## config.mk

```make
export PLATFORM = sky130hd
export DESIGN_NAME = mem_ctrl_mp
export DESIGN_NICKNAME = d
export VERILOG_FILES = /design/src/rtl/mem_ctrl_mp_pkg.sv /design/src/rtl/mem_ctrl_mp_rr_arbiter.sv /design/src/rtl/mem_ctrl_mp.sv
export SDC_FILE = /design/constraint.sdc
export NUM_CORES = 1
export LEC_CHECK = 0
export BUFFER_PORTS_ARGS = -buffer_cell sky130_fd_sc_hd__buf_4
export CORE_MARGIN = 5
export CORE_UTILIZATION = 50
export CTS_BUF_LIST = sky130_fd_sc_hd__clkbuf_4 sky130_fd_sc_hd__clkbuf_8
export DETAILED_ROUTE_END_ITERATION = 6
export PLACE_DENSITY = 0.91
export SYNTH_ARGS = -nofsm -noshare
export SYNTH_HDL_FRONTEND = slang
export SYNTH_SLANG_ARGS = --single-unit
```

## constraint.sdc

```tcl
create_clock -name clk -period 9.6 [get_ports clk]
set_input_delay 0.48 -clock clk [delete_from_list [all_inputs] [get_ports clk]]
set_output_delay 0.48 -clock clk [all_outputs]
set_load 0.01 [all_outputs]
```

## src/rtl/mem_ctrl_mp_pkg.sv

```systemverilog
// mem_ctrl_mp_pkg: shared constants and state encoding for the multi-port memory controller
package mem_ctrl_mp_pkg;
  localparam int ADDR_LEN = 32;
  localparam int IO_HI = 17;
  localparam int IO_LO = 16;
  localparam logic [1:0] IO_TAG = 2'b11;
  localparam int BCNT_W = 3;
  localparam int CNT_W = 4;
  typedef enum logic [2:0] {IDLE, READ, WRITE, IOWAIT, GAP} st_e;
endpackage

```

## src/rtl/mem_ctrl_mp_rr_arbiter.sv

```systemverilog
// mem_ctrl_mp_rr_arbiter: round-robin arbiter with a registered priority pointer
module mem_ctrl_mp_rr_arbiter #(
  parameter int NUM_PORTS = 2,
  localparam int IW = NUM_PORTS > 1 ? $clog2(NUM_PORTS) : 1
)(
  input  logic                 clk,
  input  logic                 rst,
  input  logic [NUM_PORTS-1:0] req,
  input  logic [NUM_PORTS-1:0] mask,
  input  logic                 adv,
  output logic [NUM_PORTS-1:0] gnt,
  output logic [IW-1:0]        idx,
  output logic                 vld
);
  logic [IW-1:0] ptr, p;
  logic [NUM_PORTS-1:0] elig;
  assign elig = req & ~mask;
  // scan from farthest to nearest so the port closest to ptr wins
  always_comb begin
    idx = '0;
    vld = 1'b0;
    p = '0;
    for (int i = NUM_PORTS - 1; i >= 0; i--) begin
      p = IW'((int'(ptr) + i) % NUM_PORTS);
      if (elig[p]) begin
        vld = 1'b1;
        idx = p;
      end
    end
    gnt = vld ? NUM_PORTS'(1) << idx : '0;
  end
  always_ff @(posedge clk or posedge rst)
    if (rst) ptr <= '0;
    else if (adv && vld) ptr <= idx == IW'(NUM_PORTS - 1) ? '0 : idx + 1'b1;
endmodule

```

## src/rtl/mem_ctrl_mp.sv

```systemverilog
// mem_ctrl_mp: round-robin multi-port byte-serial controller for the 8-bit RAM/IO bus
module mem_ctrl_mp import mem_ctrl_mp_pkg::*; #(
  parameter int NUM_PORTS = 2,
  parameter int ADDR_W = ADDR_LEN,
  parameter int DATA_W = 32,
  parameter int IO_GAP = 1,
  localparam int GID_W = NUM_PORTS > 1 ? $clog2(NUM_PORTS) : 1
)(
  input  logic                        clk,
  input  logic                        rst,
  input  logic                        rdy,
  input  logic [NUM_PORTS-1:0]        req_valid,
  input  logic [NUM_PORTS-1:0]        req_we,
  input  logic [NUM_PORTS*ADDR_W-1:0] req_addr,
  input  logic [NUM_PORTS*3-1:0]      req_nbytes,
  input  logic [NUM_PORTS*DATA_W-1:0] req_wdata,
  output logic [NUM_PORTS-1:0]        req_done,
  output logic [DATA_W-1:0]           rdata,
  output logic                        busy,
  output logic [GID_W-1:0]            grant_id,
  input  logic [7:0]                  mem_din,
  output logic [7:0]                  mem_dout,
  output logic [ADDR_W-1:0]           mem_a,
  output logic                        mem_wr,
  input  logic                        io_buffer_full
);
  localparam int MAXB = DATA_W / 8;
  localparam int GAP_W = IO_GAP > 1 ? $clog2(IO_GAP) : 1;
  st_e st, st_nx;
  logic [CNT_W-1:0] cnt, n_r, n_sel;
  logic [ADDR_W-1:0] addr_r;
  logic [DATA_W-1:0] wdata_r, rdata_r;
  logic [NUM_PORTS-1:0] done_r, gnt;
  logic [GID_W-1:0] gid_r, gidx;
  logic [GAP_W-1:0] gap;
  logic [BCNT_W-1:0] nb_sel;
  logic gvld, io, wr_ok, wr_act, rd_act, last_wr;
  mem_ctrl_mp_rr_arbiter #(.NUM_PORTS(NUM_PORTS)) u_arb (
    .clk(clk),
    .rst(rst),
    .req(req_valid),
    .mask(done_r),
    .adv(rdy && st == IDLE),
    .gnt(gnt),
    .idx(gidx),
    .vld(gvld)
  );
  assign nb_sel = req_nbytes[gidx*BCNT_W +: BCNT_W];
  assign n_sel = int'(nb_sel) > MAXB ? CNT_W'(MAXB) : CNT_W'(nb_sel);
  assign io = addr_r[IO_HI:IO_LO] == IO_TAG;
  assign wr_ok = !(io && io_buffer_full);
  assign last_wr = cnt == n_r - 1'b1;
  assign req_done = done_r;
  assign rdata = rdata_r;
  assign grant_id = gid_r;
  always_ff @(posedge clk or posedge rst)
    if (rst) st <= IDLE;
    else if (rdy) st <= st_nx;
  always_comb begin
    st_nx = st;
    if (st == IDLE) st_nx = !gvld || n_sel == '0 ? IDLE : req_we[gidx] ? WRITE : READ;
    else if (st == READ) st_nx = cnt == n_r ? IDLE : READ;
    else if (st == GAP) st_nx = gap == GAP_W'(IO_GAP - 1) ? IDLE : GAP;
    else st_nx = !wr_ok ? IOWAIT : !last_wr ? WRITE : io && IO_GAP > 0 ? GAP : IDLE;
  end
  // a blocked IO write leaves the bus idle; mem_wr is also gated by rdy
  always_comb begin
    wr_act = (st == WRITE || st == IOWAIT) && wr_ok;
    rd_act = st == READ && cnt < n_r;
    busy = st != IDLE;
    mem_a = wr_act || rd_act ? addr_r + ADDR_W'(cnt) : '0;
    mem_dout = wr_act ? 8'(wdata_r >> (8 * cnt)) : '0;
    mem_wr = wr_act && rdy;
  end
  // read byte k arrives one cycle after its address, so capture lags cnt by one
  always_ff @(posedge clk or posedge rst)
    if (rst) begin
      cnt <= '0;
      n_r <= '0;
      addr_r <= '0;
      wdata_r <= '0;
      rdata_r <= '0;
      done_r <= '0;
      gid_r <= '0;
      gap <= '0;
    end else if (rdy) begin
      done_r <= '0;
      if (st == IDLE && gvld) begin
        addr_r <= req_addr[gidx*ADDR_W +: ADDR_W];
        wdata_r <= req_wdata[gidx*DATA_W +: DATA_W];
        n_r <= n_sel;
        gid_r <= gidx;
        cnt <= '0;
        gap <= '0;
        rdata_r <= '0;
        done_r <= n_sel == '0 ? gnt : '0;
      end else if (st == READ) begin
        cnt <= cnt + 1'b1;
        if (cnt != '0) rdata_r <= rdata_r | (DATA_W'(mem_din) << (8 * (cnt - 1'b1)));
        if (cnt == n_r) done_r <= NUM_PORTS'(1) << gid_r;
      end else if (wr_act) begin
        cnt <= cnt + 1'b1;
        if (last_wr) done_r <= NUM_PORTS'(1) << gid_r;
      end else if (st == GAP) gap <= gap + 1'b1;
    end
endmodule

```

After elaboration in Yosys (flattened, before gate mapping) --
Cells that the tools add are included.
Cells by class: shift operators 7, magnitude comparators 5, eq/ne operators 9, multiplexer cells 41, reductions and logical operators 24, $mul 1, divide/modulo/power cells 0, add/sub/neg operators 7, bitwise operators 3
Operators by type and width (number):
- two-way mux 32 bit | 4
- variable part select 64 x 7 -> 32 bit | 2
- adder 32 x 4 -> 32 bit | 1
- bitwise OR 32 bit | 1
- left shift 8 x 32 -> 32 bit | 1
- >> shifter 32 x 7 -> 8 bit | 1
- two-way mux 3 bit | 8
- two-way mux 2 bit | 9
- two-way mux 1 bit | 16
- two-way mux 4 bit | 3
- equality test 4 bit | 2
- two-way mux 8 bit | 1
- logical AND 1 bit | 7
- equality test 3 x 2 -> 1 bit, second input constant | 2
- less-than comparator 1 x 2 -> 1 bit, second input constant | 3
- nonzero test 2 bit | 3
- nonzero test 3 bit | 2
- variable part select 6 x 4 -> 3 bit | 1
- subtractor 4 x 1 -> 5 bit, second input constant | 1
- adder 4 x 1 -> 4 bit, second input constant | 1
- zero test 4 bit | 1
- less-than comparator 4 bit | 1
- inequality test 2 x 1 -> 1 bit, second input constant | 2
- AND reduction 2 bit | 2
- 16 further kinds | 22
Storage, ports and cells: memories kept 0, bits of input ports 150, bits in latches 0, output and inout port bits 77, bits in writable memories 0, ROM bits 0, register bits 112

Longest topological paths before layout --
depth in word-level cells 14, mapped depth 9

Hierarchy --
Synthesis repeated with hierarchy kept, for this count alone.
Unflattened totals: cells, all modules 672, area, all modules 6428.7 um2
By module, submodules not included:
- mem_ctrl_mp | cells each 661, instances 1, area each 6323.6 um2, sequential area each 2752.6 um2
- mem_ctrl_mp_rr_arbiter | cells each 11, instances 1, area each 105.1 um2, sequential area each 25.0 um2

Worst setup path after synthesis --
OpenSTA, ideal clock, no wires.
kind flip-flop to output port, from register cnt[0], to output port mem_a[4], arrival 2103 ps, path buffers 3, setup slack 7017 ps, stages on the path, launching flop included 10, cells stage by stage dfrtp_1 -> clkbuf_1 -> buf_2 -> inv_1 -> ha_1 -> nor2b_1 -> o21a_1 -> o41a_1 -> buf_2 -> nor3_1
Between the ends: longest elaborated chain between the ends 4, elaborated cells on any way between the ends 5, classes of those cells 1 x add/sub; 1 x order compare; 1 x mux; 2 x reduce/logical
Ends and longest elaborated chain:
- start, declared | RTL line mem_ctrl_mp.sv:30 | logic [CNT_W-1:0] cnt, n_r, n_sel;
- start signal, assigned | RTL line mem_ctrl_mp.sv:98 | cnt <= cnt + 1'b1;
- start signal, assigned | RTL line mem_ctrl_mp.sv:102 | cnt <= cnt + 1'b1;
- branches (longest 3 deep; another with adder 32 x 4 -> 32 bit)
- two-way mux 32 bit (*) | RTL line mem_ctrl_mp.sv:71 | mem_a = wr_act || rd_act ? addr_r + ADDR_W'(cnt) : '0;
- end, declared | RTL line mem_ctrl_mp.sv:23 | output logic [ADDR_W-1:0] mem_a,
Mark *: on every way between the ends.

Worst setup path after layout --
from register cnt[1], to output port mem_a[20]
The elaborated chain is that of the path after synthesis.

==> impl_metrics.env <==
export IMPL_outcome="completed"
export IMPL_slew_violations=0
export IMPL_cts_buffer_depth=2
export IMPL_cts_root_buf="clkbuf_8"
export IMPL_clock_latency_ps=390
export IMPL_antenna_found_initial=0
export IMPL_gr_total_overflow=0
export IMPL_slew_headroom=0.200
export IMPL_clock_sinks=111
export IMPL_die_w_um=123
export IMPL_tightestPinTransition_ps=1200
export IMPL_wl_per_cell_um=17.0
export IMPL_synth_top_area_share=0.438
export IMPL_crit_path_top_delay_cell="dfrtp_1"
export IMPL_dp_hpwl_um=13400
export IMPL_final_cell_mix="232 x buf_4, 151 x nand2_1, 111 x dfrtp_1, 104 x nor2_1, 68 x a31oi_1"
export IMPL_drive_gt1_frac=0.296
export IMPL_final_antenna_net_count=0
export IMPL_synth_edf_count=0
export IMPL_fp_coreArea_sq_um=12500
export IMPL_yosys_warnings=0
export IMPL_total_power_mw=2.36
export IMPL_r2r_end="wdata_r[1]$_DFFE_PP0P_"
export IMPL_syn_cell_area_sq_um=6350
export IMPL_vias_per_cell=5.62
export IMPL_hold_viol_final=0
export IMPL_netlist_top_cells_area="dfrtp_1 44%, nand2_1 8.9%, a31oi_1 6.7%"
export IMPL_final_common_cell="buf_4"
export IMPL_r2r_slack_ps=6670
export IMPL_crit_fanout=17
export IMPL_cts_resized=0
export IMPL_startpoint_type="flop"
export IMPL_grt_pass1_wl_um=29400
export IMPL_die_area_sq_um=15000
export IMPL_crit_required_ps=9120
export IMPL_reg2reg_depth=5
export IMPL_start_util=0.507
export IMPL_maxCapViolations=0
export IMPL_drtIter0Drc=451
export IMPL_skew_ps=13.1
export IMPL_die_h_um=123
export IMPL_tritoncts="built"
export IMPL_synthCells=718
export IMPL_hold_path_class="primary input to async pin"
export IMPL_place_congestion=0.919
export IMPL_fmax_mhz=262
export IMPL_ios=227
export IMPL_synth_area_leader_cell="dfrtp_1"
export IMPL_grt_pass1_vias=5883
export IMPL_cp_end_kind="output pin"
export IMPL_h_tree_depth=3
export IMPL_ys_ff_latch=111
export IMPL_finalSetupViolations=0
export IMPL_max_stage_delay_ps=830
export IMPL_wirelength_um=18500
export IMPL_ys_flop_type="dfrtp_1"
export IMPL_critPathTopFamily="simple AND/OR/NAND/NOR gates"
export IMPL_cts_hold_buffers=0
export IMPL_area_growth_pct=30.1
export IMPL_grt_max_degree=120
export IMPL_crit_chain="fa_1, a211oi_1, nor2_1, nand3_1, or3_1, a21oi_1, buf_4"
export IMPL_path_buf_inv=1
export IMPL_nFillCells=1016
export IMPL_syn_num_nets=880
export IMPL_ys_seq_area_frac=0.438
export IMPL_diodes=0
export IMPL_rsz0062_at_grt="no"
export IMPL_num_rows=41
export IMPL_clk_pin_slew_ps=120
export IMPL_peakVddDrop_uv=174
export IMPL_drt_first_pass_iters=5
export IMPL_finalCritPeriodShare=0.398
export IMPL_synthArstFlopShare=1.00
export IMPL_cp_data_arrival_time_ps=3340
export IMPL_vias=6102
export IMPL_power_per_cell_area_nw_per_um2=286
export IMPL_drc=0
export IMPL_syn_area_per_cell_sq_um=8.84
export IMPL_cts_inserted_buffers=9
export IMPL_grtUsageTotal=0.248
export IMPL_r2r_start="st[1]$_DFFE_PP0P_"
export IMPL_port_buffer_count=226
export IMPL_nNetsFinal=1071
export IMPL_final_setup_tns_ps=0
export IMPL_post_cts_buffers=0
export IMPL_p_leak_nw=3.86
export IMPL_min_period_ps=3820
export IMPL_synth_cell_types=58
export IMPL_crit_type="flop to output pin"
==> sequential cells by signal, summed over array words and instances (netlist names) <==
signal and flops:
addr_r 32, rdata 32, wdata_r 32, cnt 4, n_r 3, st 3, req_done 2, gap 1
grant_id 1, u_arb.ptr 1
==> synthesized netlist by cell type, drive strengths merged, types with 3 or more instances <==
library cell	instances
buf	28
nor2	104
nor3	7
nand3	18
nor2b	5
a22o	32
and4	6
a21oi	11
clkbuf	24
o21ai	14
xor2	25
xnor2	6
nand4	15
nand2	151
and2	5
a211oi	5
mux4	8
dfrtp	111
nor4b	3
and3	15
inv	9
a31oi	68
or3	4
ha	11
==> kinds of logic (layout without fill, tap and decap cells) <==
logic type                 Yosys count  after routing  share of synthesized area
and+or+nand+nor                    344            344                      0.252
AOI/OAI and AO/OA                  150            150                      0.165
DFF                                111            111                      0.438
buffers and inverters               61            257                     0.0481
xor gates and xnor gates            31             31                     0.0428
adders and majority gates           12             12                     0.0248
muxes                                9              9                     0.0302
==> worst max path at each step <==
stage / from / end / slack, ps / cells after the start
final: cnt[1]$_DFFE_PP0P_ / mem_a[20] / 5780 / 7
after global routing: cnt[1]$_DFFE_PP0P_ / mem_a[20] / 5490 / 7
after CTS: cnt[1]$_DFFE_PP0P_ / mem_a[20] / 5770 / 7
after detailed placement: cnt[1]$_DFFE_PP0P_ / mem_a[20] / 6220 / 7
after global placement: cnt[1]$_DFFE_PP0P_ / mem_a[20] / 6290 / 7
after floorplan: rst / addr_r[0]$_DFFE_PP0P_ / 6190 / 1
==> worst register-to-register path: cells and delay by family, from the launching register on <==
| family | cells | cell delay [ps] |
|---|---|---|
| DFF | 1 | 510 |
| buffers and inverters | 1 | 820 |
| and+or+nand+nor | 2 | 730 |
| AOI/OAI and AO/OA | 2 | 680 |
==> power breakdown <==
group / switching [mW] / internal, mW
Combinational: 0.658 / 0.573
Clock: 0.182 / 0.105
Sequential: 0.198 / 0.644
Total: 1.04 / 1.32
==> final cells by class <==
type                       count  area [sq um]  area share
clock buffer                   9           124      0.0150
clock inverter                 7          85.1      0.0103
multi-input combinational    546          3280       0.397
timing repair buffer         232          1740       0.211
tap                          172           215      0.0261
inverter                       9          36.3     0.00439
sequential                   111          2780       0.336
==> through the flow <==
step,cell area (sq um),setup WS [ps],hold WS (ps),util,instances
4_1_cts,8260,5770,132,0.660,1086
3_5_place_dp,8050,6220,488,0.643,1070
5_1_grt,8260,5490,149,0.660,1086
2_1_floorplan,6350,6190,458,-,718
3_3_place_gp,8050,6290,477,0.643,1070
6_report,8260,5780,130,0.660,1086
==> metal layers <==
layer | track usage | wire length [um] | vias to the layer above
met1 | 0.324 | 7460 | 2872
met5 | 0 | 0 | -
met4 | 0.116 | 796 | 0
met2 | 0.391 | 8880 | 254
met3 | 0.0567 | 1360 | 56
li1 | - | - | 2920
(Power assumes the default switching activity.)
